[src/rtl/maze_walker_if.sv]
// Step-channel bundle for maze_walker: action offer, reward-ROM lookup and step-record handoff.
// Signal names are seen from the walker's side; the slave modport is the walker and master is its environment.
interface maze_walker_if #(
    parameter int ROW_W      = 3,
    parameter int COL_W      = 3,
    parameter int ACT_W      = 2,
    parameter int DATA_WIDTH = 8
);
    logic                         i_act_valid;
    logic                         o_act_ready;
    logic [ACT_W-1:0]             i_action;
    logic [ROW_W+COL_W+ACT_W-1:0] o_rt_addr;
    logic                         o_rt_read;
    logic [DATA_WIDTH-1:0]        i_rt_data;
    logic                         o_step_valid;
    logic                         i_step_ready;
    logic [ROW_W+COL_W-1:0]       o_state;
    logic [ACT_W-1:0]             o_action;
    logic [DATA_WIDTH-1:0]        o_reward;
    logic [ROW_W+COL_W-1:0]       o_next_state;
    logic                         o_done;
    logic                         o_timeout;

    modport slave (
        input  i_act_valid, i_action, i_rt_data, i_step_ready,
        output o_act_ready, o_rt_addr, o_rt_read, o_step_valid,
               o_state, o_action, o_reward, o_next_state, o_done, o_timeout
    );

    modport master (
        output i_act_valid, i_action, i_rt_data, i_step_ready,
        input  o_act_ready, o_rt_addr, o_rt_read, o_step_valid,
               o_state, o_action, o_reward, o_next_state, o_done, o_timeout
    );
endinterface

[src/rtl/maze_walker.sv]
// Grid-world environment stepper: looks up the reward for (state, action) and emits an (s, a, r, s', done) record.
// Optional episode step limit is built when WALKER_STEP_LIMIT_EN is defined.
module maze_walker #(
    parameter int ROW_W      = 3,
    parameter int COL_W      = 3,
    parameter int ACT_W      = 2,
    parameter int DATA_WIDTH = 8,
    parameter int START_ROW  = 0,
    parameter int START_COL  = 0,
    parameter int GOAL_ROW   = 7,
    parameter int GOAL_COL   = 7,
    parameter int RD_LAT     = 1,
    parameter int MAX_STEPS  = 64
) (
    input  logic         i_clk,
    input  logic         i_rst,
    maze_walker_if.slave bus
);
    localparam logic [ACT_W-1:0] ACT_LEFT  = ACT_W'(0);
    localparam logic [ACT_W-1:0] ACT_UP    = ACT_W'(1);
    localparam logic [ACT_W-1:0] ACT_RIGHT = ACT_W'(2);
    localparam logic [ROW_W-1:0] ROW_START = ROW_W'(START_ROW);
    localparam logic [COL_W-1:0] COL_START = COL_W'(START_COL);
    localparam logic [ROW_W-1:0] ROW_GOAL  = ROW_W'(GOAL_ROW);
    localparam logic [COL_W-1:0] COL_GOAL  = COL_W'(GOAL_COL);
    localparam logic [ROW_W-1:0] ROW_MAX   = '1;
    localparam logic [COL_W-1:0] COL_MAX   = '1;

    typedef enum logic [1:0] {S_IDLE, S_READ, S_WAIT, S_OUT} state_t;

    state_t                       state, state_nxt;
    logic [ROW_W-1:0]             cur_row, next_row_q, mv_row;
    logic [COL_W-1:0]             cur_col, next_col_q, mv_col;
    logic [ACT_W-1:0]             act_q;
    logic [ROW_W+COL_W+ACT_W-1:0] addr_q;
    logic [1:0]                   lat_cnt;
    logic [DATA_WIDTH-1:0]        reward_q;
    logic                         done_q;
    logic                         mv_goal;
    logic                         limit_hit;
    logic                         capture;
    logic                         handshake;

    always_ff @(posedge i_clk) begin
        if (i_rst) state <= S_IDLE;
        else       state <= state_nxt;
    end

    always_comb begin
        state_nxt = state;
        case (state)
            S_IDLE:  if (bus.i_act_valid)  state_nxt = S_READ;
            S_READ:                        state_nxt = S_WAIT;
            S_WAIT:  if (lat_cnt == '0)    state_nxt = S_OUT;
            S_OUT:   if (bus.i_step_ready) state_nxt = S_IDLE;
            default:                       state_nxt = S_IDLE;
        endcase
    end

    assign capture   = (state == S_WAIT) && (lat_cnt == '0);
    assign handshake = (state == S_OUT) && bus.i_step_ready;

    // Moves that would leave the grid are clamped so the agent stays put.
    always_comb begin
        mv_row = cur_row;
        mv_col = cur_col;
        case (act_q)
            ACT_LEFT:  if (cur_col != '0)     mv_col = cur_col - 1'b1;
            ACT_UP:    if (cur_row != '0)     mv_row = cur_row - 1'b1;
            ACT_RIGHT: if (cur_col != COL_MAX) mv_col = cur_col + 1'b1;
            default:   if (cur_row != ROW_MAX) mv_row = cur_row + 1'b1;
        endcase
        mv_goal = (mv_row == ROW_GOAL) && (mv_col == COL_GOAL);
    end

    always_ff @(posedge i_clk) begin
        if (i_rst) begin
            cur_row    <= ROW_START;
            cur_col    <= COL_START;
            act_q      <= '0;
            addr_q     <= '0;
            lat_cnt    <= '0;
            reward_q   <= '0;
            next_row_q <= '0;
            next_col_q <= '0;
            done_q     <= 1'b0;
        end else begin
            case (state)
                S_IDLE: if (bus.i_act_valid) begin
                    act_q  <= bus.i_action;
                    addr_q <= {cur_row, cur_col, bus.i_action};
                end
                S_READ: lat_cnt <= 2'(RD_LAT - 1);
                S_WAIT: if (capture) begin
                    reward_q   <= bus.i_rt_data;
                    next_row_q <= mv_row;
                    next_col_q <= mv_col;
                    done_q     <= mv_goal | limit_hit;
                end else begin
                    lat_cnt <= lat_cnt - 1'b1;
                end
                S_OUT: if (bus.i_step_ready) begin
                    if (done_q) begin
                        cur_row <= ROW_START;
                        cur_col <= COL_START;
                    end else begin
                        cur_row <= next_row_q;
                        cur_col <= next_col_q;
                    end
                end
                default: ;
            endcase
        end
    end

`ifdef WALKER_STEP_LIMIT_EN
    localparam int STEP_W = $clog2(MAX_STEPS + 1);

    logic [STEP_W-1:0] step_cnt;
    logic              timeout_q;

    // A goal on the last allowed step is reported as a normal finish, not a timeout.
    assign limit_hit = (step_cnt == STEP_W'(MAX_STEPS - 1)) && !mv_goal;

    always_ff @(posedge i_clk) begin
        if (i_rst) begin
            step_cnt  <= '0;
            timeout_q <= 1'b0;
        end else begin
            if (capture)   timeout_q <= limit_hit;
            if (handshake) step_cnt  <= done_q ? '0 : step_cnt + 1'b1;
        end
    end

    assign bus.o_timeout = timeout_q;
`else
    assign limit_hit     = 1'b0;
    assign bus.o_timeout = 1'b0;
`endif

    assign bus.o_act_ready  = (state == S_IDLE);
    assign bus.o_rt_read    = (state == S_READ);
    assign bus.o_step_valid = (state == S_OUT);
    assign bus.o_rt_addr    = addr_q;
    assign bus.o_state      = {cur_row, cur_col};
    assign bus.o_action     = act_q;
    assign bus.o_reward     = reward_q;
    assign bus.o_next_state = {next_row_q, next_col_q};
    assign bus.o_done       = done_q;
endmodule

[src/flat_wrapper.sv]
// flat-port wrapper written by rule: the top's interface ports become plain ports
module maze_walker_flat 
#(
    parameter int ROW_W      = 3,
    parameter int COL_W      = 3,
    parameter int ACT_W      = 2,
    parameter int DATA_WIDTH = 8,
    parameter int START_ROW  = 0,
    parameter int START_COL  = 0,
    parameter int GOAL_ROW   = 7,
    parameter int GOAL_COL   = 7,
    parameter int RD_LAT     = 1,
    parameter int MAX_STEPS  = 64
)
  (i_clk, i_rst, bus_i_act_valid, bus_i_action, bus_i_rt_data, bus_i_step_ready, bus_o_act_ready, bus_o_rt_addr, bus_o_rt_read, bus_o_step_valid, bus_o_state, bus_o_action, bus_o_reward, bus_o_next_state, bus_o_done, bus_o_timeout);
  maze_walker_if #(.ROW_W(ROW_W), .COL_W(COL_W), .ACT_W(ACT_W), .DATA_WIDTH(DATA_WIDTH)) bus_i ();
  input  logic i_clk;
  input  logic i_rst;
  input wire logic [$bits(bus_i.i_act_valid)-1:0] bus_i_act_valid;
  input wire logic [$bits(bus_i.i_action)-1:0] bus_i_action;
  input wire logic [$bits(bus_i.i_rt_data)-1:0] bus_i_rt_data;
  input wire logic [$bits(bus_i.i_step_ready)-1:0] bus_i_step_ready;
  output wire logic [$bits(bus_i.o_act_ready)-1:0] bus_o_act_ready;
  output wire logic [$bits(bus_i.o_rt_addr)-1:0] bus_o_rt_addr;
  output wire logic [$bits(bus_i.o_rt_read)-1:0] bus_o_rt_read;
  output wire logic [$bits(bus_i.o_step_valid)-1:0] bus_o_step_valid;
  output wire logic [$bits(bus_i.o_state)-1:0] bus_o_state;
  output wire logic [$bits(bus_i.o_action)-1:0] bus_o_action;
  output wire logic [$bits(bus_i.o_reward)-1:0] bus_o_reward;
  output wire logic [$bits(bus_i.o_next_state)-1:0] bus_o_next_state;
  output wire logic [$bits(bus_i.o_done)-1:0] bus_o_done;
  output wire logic [$bits(bus_i.o_timeout)-1:0] bus_o_timeout;
  assign bus_i.i_act_valid = bus_i_act_valid;
  assign bus_i.i_action = bus_i_action;
  assign bus_i.i_rt_data = bus_i_rt_data;
  assign bus_i.i_step_ready = bus_i_step_ready;
  assign bus_o_act_ready = bus_i.o_act_ready;
  assign bus_o_rt_addr = bus_i.o_rt_addr;
  assign bus_o_rt_read = bus_i.o_rt_read;
  assign bus_o_step_valid = bus_i.o_step_valid;
  assign bus_o_state = bus_i.o_state;
  assign bus_o_action = bus_i.o_action;
  assign bus_o_reward = bus_i.o_reward;
  assign bus_o_next_state = bus_i.o_next_state;
  assign bus_o_done = bus_i.o_done;
  assign bus_o_timeout = bus_i.o_timeout;
  maze_walker #(.ROW_W(ROW_W), .COL_W(COL_W), .ACT_W(ACT_W), .DATA_WIDTH(DATA_WIDTH), .START_ROW(START_ROW), .START_COL(START_COL), .GOAL_ROW(GOAL_ROW), .GOAL_COL(GOAL_COL), .RD_LAT(RD_LAT), .MAX_STEPS(MAX_STEPS)) u_core (.i_clk(i_clk), .i_rst(i_rst), .bus(bus_i));
endmodule
[config.mk]
export PLATFORM = sky130hd
export DESIGN_NAME = maze_walker_flat
export DESIGN_NICKNAME = d
export VERILOG_FILES = /design/src/rtl/maze_walker_if.sv /design/src/rtl/maze_walker.sv /design/src/flat_wrapper.sv
export SDC_FILE = /design/constraint.sdc
export NUM_CORES = 1
export LEC_CHECK = 0
export CORE_MARGIN = 2
export CORE_UTILIZATION = 50
export DETAILED_ROUTE_END_ITERATION = 16
export PLACE_DENSITY = 0.84
export REMOVE_ABC_BUFFERS = 1
export SLEW_MARGIN = 25
export SYNTH_ARGS = -nofsm -noshare
export SYNTH_HDL_FRONTEND = slang
export SYNTH_SLANG_ARGS = --single-unit
[constraint.sdc]
create_clock -name i_clk -period 3.8 [get_ports i_clk]
set_clock_uncertainty 0.2 [all_clocks]
set_input_delay 0.95 -clock i_clk [delete_from_list [all_inputs] [get_ports i_clk]]
set_output_delay 0.95 -clock i_clk [all_outputs]
set_load 0.005 [all_outputs]
== Word-level counts from Yosys, hierarchy flattened ==
Cells that the tools add are included.
Operators by class
  reductions and logical operators: 14
  mux-type cells: 14
  eq/ne operators: 13
  divide/modulo/power cells: 0
  shifts and indexed selects: 0
  $add $sub $neg: 5
  bitwise gates (word level): 0
  order comparisons: 0
  multiply operators: 0
Operators with widths (count)
  $mux W3: 6
  $pmux W3 S2: 2
  $mux W2: 4
  $pmux W2 S4: 1
  $reduce_and A2 Y1: 4
  $add A3 B1 Y3 const B: 2
  $eq A2 B2 Y1 const B: 3
  $eq A3 B3 Y1 const B: 2
  $logic_not A2 Y1: 3
  $ne A2 B2 Y1 const B: 3
  $ne A3 B3 Y1 const B: 2
  $reduce_bool A3 Y1: 2
  $sub A3 B1 Y3 const B: 2
  $eq A2 B1 Y1 const B: 2
  $pmux W2 S2: 1
  $reduce_and A3 Y1: 1
  $logic_and A1 B1 Y1: 2
  $ne A2 B1 Y1 const B: 1
  $reduce_bool A2 Y1: 1
  $reduce_or A2 Y1: 1
  $sub A2 B1 Y2 const B: 1
Word-level totals
  memories: 0
  input port bits: 14
  ROM bits: 0
  RAM bits: 0
  bits in registers: 35
  output and inout port bits: 35
  word-level logic and storage cells: 56
  latch bits: 0

== Longest topological paths before layout ==
Gate-level depths: netlist of run 1.
  depth in word-level cells: 5
  depth in mapped cells: 7
  mapped depth without buffers: 7

== Worst setup path after synthesis of run 1 ==
OpenSTA, ideal clock, no wires.
  path kind: input -> register
  start: in i_rst
  end: reg u_core.done_q (netlist: u_core.bus.o_done)
  setup time: 0.084 ns
  path buffers: 1
  arrival: 1.766 ns
  slack: 1.750 ns
  required time: 3.516 ns
  cell stages on the path: 3
  cells stage by stage: clkbuf_1 -> or4_1 -> o31ai_2
RTL lines
  start, declared: line flat_wrapper.sv:18  | input logic i_rst;
  end signal, assigned: line maze_walker.sv:98  | done_q <= mv_goal | limit_hit;
  end, declared: line maze_walker.sv:38  | logic done_q;

== Final worst setup path of run 1 ==
  start: reg u_core.state[0]
  end: out bus_o_act_ready
Between the ends
  longest elaborated chain between the ends: 1
Ends and longest elaborated chain
  start, declared: line maze_walker.sv:31  | state_t state, state_nxt;
  start signal, assigned: line maze_walker.sv:46  | else state <= state_nxt;
  $logic_not A2 Y1: line maze_walker.sv:141  | assign bus.o_act_ready = (state == S_IDLE);
  end, declared: line flat_wrapper.sv:23  | output wire logic [$bits(bus_i.o_act_ready)-1:0] bus_o_act_ready;
No other way between the ends.

==> out/metrics.yaml, run 1 <==
status:
  outcome: "completed"
critical_path:
  slowest_stage: "clkdlybuf4s50_1"
  crit_path_start_kind: "flop"
  slowest_delay_ns: 0.58
  cp_top_family: "buffers and inverters"
  cp_max_fo: 12
  crit_buf_inv: 2
  end_kind: "primary output"
  critPathRequiredTime_ns: 2.65
  critPathKind: "flop to primary output"
  cp.arrival_ns: 1.74
  path_cells: "inv_1, ha_1, clkdlybuf4s50_1"
layout:
  final_nets: 265
  antenna_cells: 0
  area_delta_synth_final_pct: 30.4
  instances_no_fill: 285
  drive_above_1_share_pct: 4.98
sta:
  fmax_mhz: 347
  drv_slew: 0
  finalSetupTns_ns: 0
  fin_crit_sh_pct: 75.9
  slew_headroom_pct: 59.1
  holdWs_ns: 0.259
  min_period_ns: 2.89
  setup_viol: 0
  hold_violations: 0
  rsz0062_at_grt: "no"
  worstMarginPinSlew_ns: 0.614
global_route:
  grt_max_degree: 34
  grt-ovfl-total: 0
  antenna_found_initial: 0
  grtUsageTotal_pct: 20.9
  grt_pass1_vias: 1250
  grt_first_pass_wirelength_um: 5710
pwr:
  cellPowerDensity_mw_per_mm2: 478
  vdd_drop_max_v: 0.000391
  leakage_nw: 0.759
detailed_routing:
  drt_iter0_drc: 97
  drcViolationCount: 0
  post_drt_wl_per_cell_um: 12.5
  postRouteAntennaNets: 0
  dr.pass1.iters: 4
  wl_um: 3570
  num_vias: 1459
  vias_per_cell: 5.12
logic_synthesis:
  synth_area_sq_mm: 0.00163
  synth_seq_cells: 33
  synth_edf_count: 0
  seq_area_frac_synth_pct: 40.6
  synthCells: 201
  synth_top_flop_cell: "dfxtp_1"
  postSynthAreaPerCell_sq_um: 8.09
  synth_cell_type_count: 37
  yosys_warnings: 0
  synthArstFlopShare_pct: 0
clock_network:
  cts_sinks: 33
  root_buffer: "clkbuf_4"
  postCtsHoldBufs: 0
  worstSkewPairLatency_ns: 0.33
  cts_htree_levels: 2
  clockBufferDepth: 2
  clkTransAtPathRegs_ns: 0.09
  cts_buffers: 5
  cts_setup_buffers: 0
  cts_tree: "built"
  post_cts_resized: 0
floorplanning:
  fp-row-count: 20
  die_h_um: 61.0
  io_pins: 49
  initial_utilization_pct: 52.8
  die_width_um: 61.0
  core_sq_mm: 0.00308
  die_area_sq_mm: 0.00372
placed_design:
  dp.cells: 277
  dp_hpwl_um: 2530
  io_buffer_count: 47
  place_congestion: 0.770
flow_run:
  max_cap_violations: 0
hold_path:
  hold_class: "flop to flop"
sequential cells by signal, indices dropped and copies added (netlist names):
signal,cells
u_core.bus.o_done,1
u_core.bus.o_reward,8
u_core.bus.o_rt_addr,8
u_core.cur_col,3
u_core.cur_row,3
u_core.lat_cnt,2
u_core.next_col_q,3
u_core.next_row_q,3
u_core.state,2
final cells by class:
class / instances / area (sq um)
inverter: 11 / 41.3
clock buffer: 8 / 48.8
fill: 258 / 958
sequential: 33 / 661
tap: 44 / 55.1
timing repair buffer: 48 / 478
multi-input combinational: 141 / 836
synth_stat cells, types with 2 or more instances:
master | n | area share [%]
a211oi_1 | 5 | 2.3
a21oi_1 | 28 | 8.6
a22oi_1 | 2 | 0.92
buf_4 | 3 | 1.4
buf_6 | 2 | 1.4
clkbuf_1 | 10 | 2.3
dfxtp_1 | 33 | 41
ha_1 | 11 | 8.5
inv_1 | 11 | 2.5
nand2_1 | 32 | 7.4
nand2b_1 | 3 | 1.2
nand3_1 | 9 | 2.8
nand3b_1 | 2 | 0.92
nor2_1 | 19 | 4.4
nor3_1 | 2 | 0.62
nor3b_1 | 6 | 2.8
o21ai_0 | 2 | 0.62
xnor2_1 | 2 | 1.1
worst register-to-register path, stage by stage, from the launching register on:
cell	delay, ns
dfxtp_1	0.46
inv_1	0.13
ha_1	0.25
o41ai_1	0.36
a22oi_1	0.19
or4_1	0.51
o31ai_2	0.17
cells in the final DEF, fill, tap and decap left out, types with 2 or more instances in the layout:
master / instances
a22oi_1: 2
clkdlybuf4s50_1: 47
nor3b_1: 6
dfxtp_1: 33
o21ai_0: 2
a211oi_1: 5
nor3_1: 2
nand2b_1: 3
nand2_1: 32
nand3_1: 9
ha_1: 11
clkbuf_1: 3
inv_1: 11
a21oi_1: 28
nor2_1: 19
clkbuf_4: 5
nand3b_1: 2
xnor2_1: 2
power breakdown:
| part | internal [W] | leakage, nW | switching [W] |
|---|---|---|---|
| clock | 0.0000737 | 0.0265 | 0.000108 |
| combinational | 0.000199 | 0.465 | 0.000183 |
| sequential | 0.000400 | 0.267 | 0.0000508 |
per-stage QoR:
stage                     worst slack (ns)  power, W  utilization, %  cell area, sq um
after floorplan                       1.76  0.000653               -              1540
after global placement                1.31  0.000832            67.3              2070
after detailed placement              1.29  0.000842            67.3              2070
after CTS                            0.901   0.00102            68.9              2120
after global routing                 0.786   0.00109            68.9              2120
final                                0.915   0.00101            68.9              2120
per-layer routing:
layer,up-vias,share of wire (%),GRT usage [%]
met5,-,0,0
met4,0,0.48,5.59
met3,2,6.5,6.51
met2,49,46,31.3
met1,654,47,29.4
li1,754,-,-
final timing paths:
| check | from | to | slack (ns) | depth (start not counted) |
|---|---|---|---|---|
| worst min register to register | u_core.bus.o_reward[6] | u_core.bus.o_reward[6] | 0.26 | 2 |
| worst max register to register | u_core.cur_row[0] | u_core.bus.o_done | 1.46 | 6 |
| worst min-delay path | u_core.bus.o_reward[6] | u_core.bus.o_reward[6] | 0.26 | 2 |
| worst max-delay path | u_core.state[0] | bus_o_act_ready | 0.91 | 3 |
cell families after synthesis:
kind of cell / after synthesis / synth area share, %
fa+ha+maj: 11 / 8.47
simple gates: 81 / 24.0
flops: 33 / 40.6
xor+xnor: 2 / 1.08
other cells: 1 / 0.231
compound gates: 45 / 17.0
buf+inv: 27 / 7.93
mux: 1 / 0.616
Note: power is estimated with default switching activity, not from simulation.
==> run 2, diff against run 1 <==
--- a/config.mk
+++ b/config.mk
@@ -6,9 +6,9 @@
 export NUM_CORES = 1
 export LEC_CHECK = 0
 export CORE_MARGIN = 2
-export CORE_UTILIZATION = 50
+export CORE_UTILIZATION = 46
 export DETAILED_ROUTE_END_ITERATION = 16
-export PLACE_DENSITY = 0.84
+export PLACE_DENSITY = 0.79
 export REMOVE_ABC_BUFFERS = 1
 export SLEW_MARGIN = 25
 export SYNTH_ARGS = -nofsm -noshare
==> constraint.sdc (replaced) <==
create_clock -name i_clk -period 2.8 [get_ports i_clk]
set_clock_uncertainty 0.2 [all_clocks]
set_input_delay 0.7 -clock i_clk [delete_from_list [all_inputs] [get_ports i_clk]]
set_output_delay 0.7 -clock i_clk [all_outputs]
set_load 0.005 [all_outputs]
==> run 2 against run 1 <==
Sequential share of layout area is 0.13 points lower. Clock-buffer cell count is 1 lower. Power is 38% higher. Die area is 8.1% higher. Flip-flop and latch count stayed put. Sequential power is 35% higher. Global-route usage is 1.7 points lower. Utilization is 5.6 points lower.
==> out/metrics.yaml, run 2 (synthesized netlist as in run 1, its figures left out) <==
status:
  outcome: "completed"
pwr:
  p_sw_w: 0.000468
  p_clk_share_pct: 18.8
  vdd_drop_max_v: 0.000480
  cellPowerDensity_mw_per_mm2: 658
  pwr-share-comb_pct: 37.6
  switching_share_pct: 33.5
  intPower_w: 0.000931
  leakage_nw: 0.764
  sequentialPowerShare_pct: 43.5
critical_path:
  r2r_cells: 6
  worstReg2RegEnd: "u_core.bus.o_done"
  crit_path_start_kind: "flop"
  end_kind: "primary output"
  slowest_stage: "clkdlybuf4s50_1"
  r2r-start: "u_core.cur_row[0]"
  r2r_slack_ns: 0.61
  cp_max_fo: 12
  critPathRequiredTime_ns: 1.90
  slowest_delay_ns: 0.58
  critPathKind: "flop to primary output"
  path_cells: "inv_1, ha_1, clkdlybuf4s50_1"
  cp.arrival_ns: 1.74
sta:
  worstMarginPinSlew_ns: 0.625
  fmax_mhz: 379
  hold_violations: 0
  slew_headroom_pct: 58.3
  finalSetupTns_ns: 0
  setup_viol: 0
  min_period_ns: 2.64
  fin_crit_sh_pct: 94.3
  rsz0062_at_grt: "no"
  drv_slew: 0
global_route:
  grt_first_pass_wirelength_um: 6140
  grtUsageTotal_pct: 19.2
  grt_pass1_vias: 1320
  antenna_found_initial: 0
  grt_max_degree: 34
  grt-ovfl-total: 0
floorplanning:
  die_h_um: 63.4
  core_sq_mm: 0.00336
  fp-row-count: 21
  io_pins: 49
  die_width_um: 63.4
  die_area_sq_mm: 0.00402
  initial_utilization_pct: 48.3
hold_path:
  hp-start: "u_core.bus.o_reward[0]"
  min_to: "u_core.bus.o_reward[0]"
  hold_depth: 2
  hold_class: "flop to flop"
clock_network:
  cts_htree_levels: 2
  clockBufferDepth: 2
  cts_setup_buffers: 0
  clkTransAtPathRegs_ns: 0.09
  worstSkewPairLatency_ns: 0.32
  postCtsHoldBufs: 0
  cts_sinks: 33
  root_buffer: "clkbuf_4"
  cts_buffers: 5
  cts_tree: "built"
  post_cts_resized: 0
layout:
  post-route-util_pct: 63.3
  final_nets: 265
  area_delta_synth_final_pct: 30.9
  mostFrequentLayoutCells: "clkdlybuf4s50_1 (47), dfxtp_1 (33), nand2_1 (32)"
  layout.cells.most_common: "clkdlybuf4s50_1"
  antenna_cells: 0
  drive_above_1_share_pct: 5.42
detailed_routing:
  wl_um: 3720
  dr.pass1.iters: 4
  drt_iter0_drc: 46
  vias_per_cell: 5.06
  post_drt_wl_per_cell_um: 13.0
  drcViolationCount: 0
  num_vias: 1447
  postRouteAntennaNets: 0
placed_design:
  dp_hpwl_um: 2630
  place_congestion: 0.715
  io_buffer_count: 47
flow_run:
  max_cap_violations: 0
## run 2: changes by cell type in the layout (fill, tap and decap cells not counted)
cell / delta
clkbuf_8: +1
clkbuf_1: -2
## run 2: final cells by class
class | count | area [sq um]
Clock buffer | 7 | 55.1
Fill cell | 321 | 1230
Inverter | 11 | 41.3
Multi-Input combinational cell | 141 | 836
Sequential cell | 33 | 661
Tap cell | 46 | 57.6
Timing Repair Buffer | 48 | 478
## run 2: worst max-delay path by stage
| stage | to | slack [ns] | startpoint | cells past startpoint |
|---|---|---|---|---|
| 6_report | bus_o_act_ready | 0.16 | u_core.state[0] | 3 |
| 5_1_grt | bus_o_act_ready | 0.02 | u_core.state[0] | 3 |
| 4_1_cts | bus_o_act_ready | 0.15 | u_core.state[0] | 3 |
| 3_5_place_dp | bus_o_act_ready | 0.52 | u_core.state[0] | 3 |
| 3_3_place_gp | bus_o_act_ready | 0.54 | u_core.state[0] | 3 |
| 2_1_floorplan | u_core.bus.o_done | 0.76 | u_core.cur_row[0] | 6 |
## run 2: metal layers
layer  part of all wire [%]  up-vias  global-route usage, %  wire (um)
met3                    6.6        8                   5.71        244
met4                    1.6        0                   7.07         58
met5                      0        -                      0          0
met2                     46       48                   30.5       1700
met1                     46      640                   24.6       1720
li1                       -      751                      -          -
## run 2: stage by stage
step	instances	total power, W	hold slack, ns	instance area [sq um]	worst slack (ns)
after floorplan	185	0.000886	0.247	1540	0.756
after global placement	279	0.00114	0.241	2070	0.544
after detailed placement	279	0.00115	0.248	2070	0.518
after CTS	286	0.00141	0.261	2130	0.147
after global routing	286	0.00152	0.284	2130	0.0230
final	286	0.00140	0.258	2130	0.161
## run 2: power by group through the flow
| stage | logic, W | clock network, W | registers, W |
|---|---|---|---|
| 2_1_floorplan | 0.000271 | 0 | 0.000615 |
| 6_report | 0.000526 | 0.000264 | 0.000609 |
| 5_1_grt | 0.000592 | 0.000303 | 0.000622 |
| 3_5_place_dp | 0.000530 | 0 | 0.000619 |
| 3_3_place_gp | 0.000521 | 0 | 0.000618 |
| 4_1_cts | 0.000532 | 0.000273 | 0.000608 |
## run 2: critical path, delay by kind of cell, from the launching register on
family / cells / cell delay [ns]
buf+inv: 2 / 0.66
fa+ha+maj: 1 / 0.40
flops: 1 / 0.35
==> patch: new RTL, config.mk and constraints of run 2 <==
Encoding of `state_t`: now one-hot (4 bits for 4 states).
--- a/src/rtl/maze_walker.sv
+++ b/src/rtl/maze_walker.sv
@@ -28,3 +28,3 @@
 
-    typedef enum logic [1:0] {S_IDLE, S_READ, S_WAIT, S_OUT} state_t;
+    typedef enum logic [3:0] {S_IDLE = 4'b0001, S_READ = 4'b0010, S_WAIT = 4'b0100, S_OUT = 4'b1000} state_t;
 
Function: same outputs for any inputs over 10 cycles, from zero or initial values and one cycle with i_rst high; not proved beyond that.
==> patch against run 2 <==
Wire length increased by 9.1%; synthesized area increased by 13%; non-clock buffer count increased by 4; cell count increased by 11%; count of clock-buffer cells in the layout unchanged; synthesized cell count increased by 13%; critical endpoint unchanged; cell area increased by 12%; critical path type unchanged; sequential cell count increased by 2; worst setup slack got worse by 0.052 ns.
Power is not compared: it rests on default switching activity, and its combinational part moved more than twofold at a synthesized area within 25%.
==> patch: results (changes against run 2) <==
Parameter                              Value

Outcome
  Outcome ... completed (unchanged)

Cells and area
  Final std cells w/o fill ... 317 (was 286)
  Net total in the final layout ... 289 (was 265)

Worst setup path
  Beginning of the worst register-to-register path ... u_core.cur_col[0] (was u_core.cur_row[0])
  Largest fanout on the critical path ... 10 (was 12)
  Worst setup slack for register-to-register paths ... 0.70 ns (was 0.61 ns)
  Critical path origin ... u_core.state[3] (was u_core.state[0])

Routing
  Iter 0 DRT Violations ... 105 (was 46)

Worst hold path
  Min-Delay Endpoint ... u_core.bus.o_rt_addr[3] (was u_core.bus.o_reward[0])
  Min-Delay Startpoint ... u_core.bus.o_rt_addr[3] (was u_core.bus.o_reward[0])

STA
  Actual transition at the worst max-transition pin ... 0.6623 ns (was 0.6254 ns)
  Achievable Freq ... 371.6 MHz (was 378.9 MHz)

Placed design
  Placed Instance Area ... 0.002298 mm2 (was 0.002073 mm2)
  DP HPWL ... 2939 um (was 2634 um)
  Cell Count Post-Placement ... 309 (was 279)

Global routing
  Vias in the first global route ... 1,519 (was 1,320)
  Overall global routing resource usage ... 0.1965 (was 0.1922)
  Wire length of the first global-routing pass ... 6803 um (was 6141 um)
  Largest net degree at the start of global routing ... 20 (was 34)

CTS
  Master cell of the clock root buffer ... sky130_fd_sc_hd__clkbuf_8 (was sky130_fd_sc_hd__clkbuf_4)

Synth
  Top cells by instance count after synthesis ... sky130_fd_sc_hd__nand2_1 (36), sky130_fd_sc_hd__dfxtp_1 (35), sky130_fd_sc_hd__a21oi_1 (25), sky130_fd_sc_hd__nor2_1 (24), sky130_fd_sc_hd__nand3_1 (11) (was sky130_fd_sc_hd__dfxtp_1 (33), sky130_fd_sc_hd__nand2_1 (32), sky130_fd_sc_hd__a21oi_1 (28), sky130_fd_sc_hd__nor2_1 (19))
  Mux share of post-synthesis cell area ... 0.01087 (was 0.006159)
  Cell types occupying the most area after synthesis ... sky130_fd_sc_hd__dfxtp_1 (38%), sky130_fd_sc_hd__nand2_1 (7.3%), sky130_fd_sc_hd__a21oi_1 (6.8%) (was sky130_fd_sc_hd__dfxtp_1 (41%), sky130_fd_sc_hd__a21oi_1 (8.6%), sky130_fd_sc_hd__ha_1 (8.5%))
  Seq/Total Area, Yosys ... 0.3804 (was 0.4065)
  Post-synthesis adder-cell area fraction ... 0.04755 (was 0.08468)
==> patch: cell count changes after synthesis, moves of 3 or more <==
| cell | change |
|---|---|
| sky130_fd_sc_hd__o21ai_0 | +7 |
| sky130_fd_sc_hd__clkbuf_1 | -6 |
| sky130_fd_sc_hd__nor2_1 | +5 |
| sky130_fd_sc_hd__a211oi_1 | -4 |
| sky130_fd_sc_hd__a211oi_2 | +4 |
| sky130_fd_sc_hd__buf_2 | +4 |
| sky130_fd_sc_hd__ha_1 | -4 |
| sky130_fd_sc_hd__nand2_1 | +4 |
| sky130_fd_sc_hd__a21oi_1 | -3 |
| sky130_fd_sc_hd__buf_4 | +3 |
| sky130_fd_sc_hd__nor3_1 | +3 |
==> patch: worst max-delay path: stages (launching register included) <==
cell	delay, ns
sky130_fd_sc_hd__dfxtp_1	0.37
sky130_fd_sc_hd__nand2b_1	0.18
sky130_fd_sc_hd__or3_4	0.36
sky130_fd_sc_hd__clkinv_4	0.10
sky130_fd_sc_hd__clkdlybuf4s50_1	0.50
==> patch: timing repair <==
action / CTS / global route
resized for setup: 0 / 1
setup endpoints to repair: 0 / 1
hold buffers: 0 / 0
==> patch: final cells by class <==
cell class / instances / area share
sequential: 35 / 0.2948
multi-input combinational: 164 / 0.4146
tap: 48 / 0.02522
inverter: 10 / 0.01787
timing repair buffer: 52 / 0.2133
clock buffer: 7 / 0.03205
clock inverter: 1 / 0.002102
==> patch: metal layers <==
layer | global-route usage | up-vias | wire [um]
li1 | - | 853 | -
met1 | 0.2435 | 775 | 1794
met2 | 0.3304 | 43 | 1985
met3 | 0.05167 | 4 | 240
met4 | 0.06633 | 0 | 37
met5 | 0 | - | 0
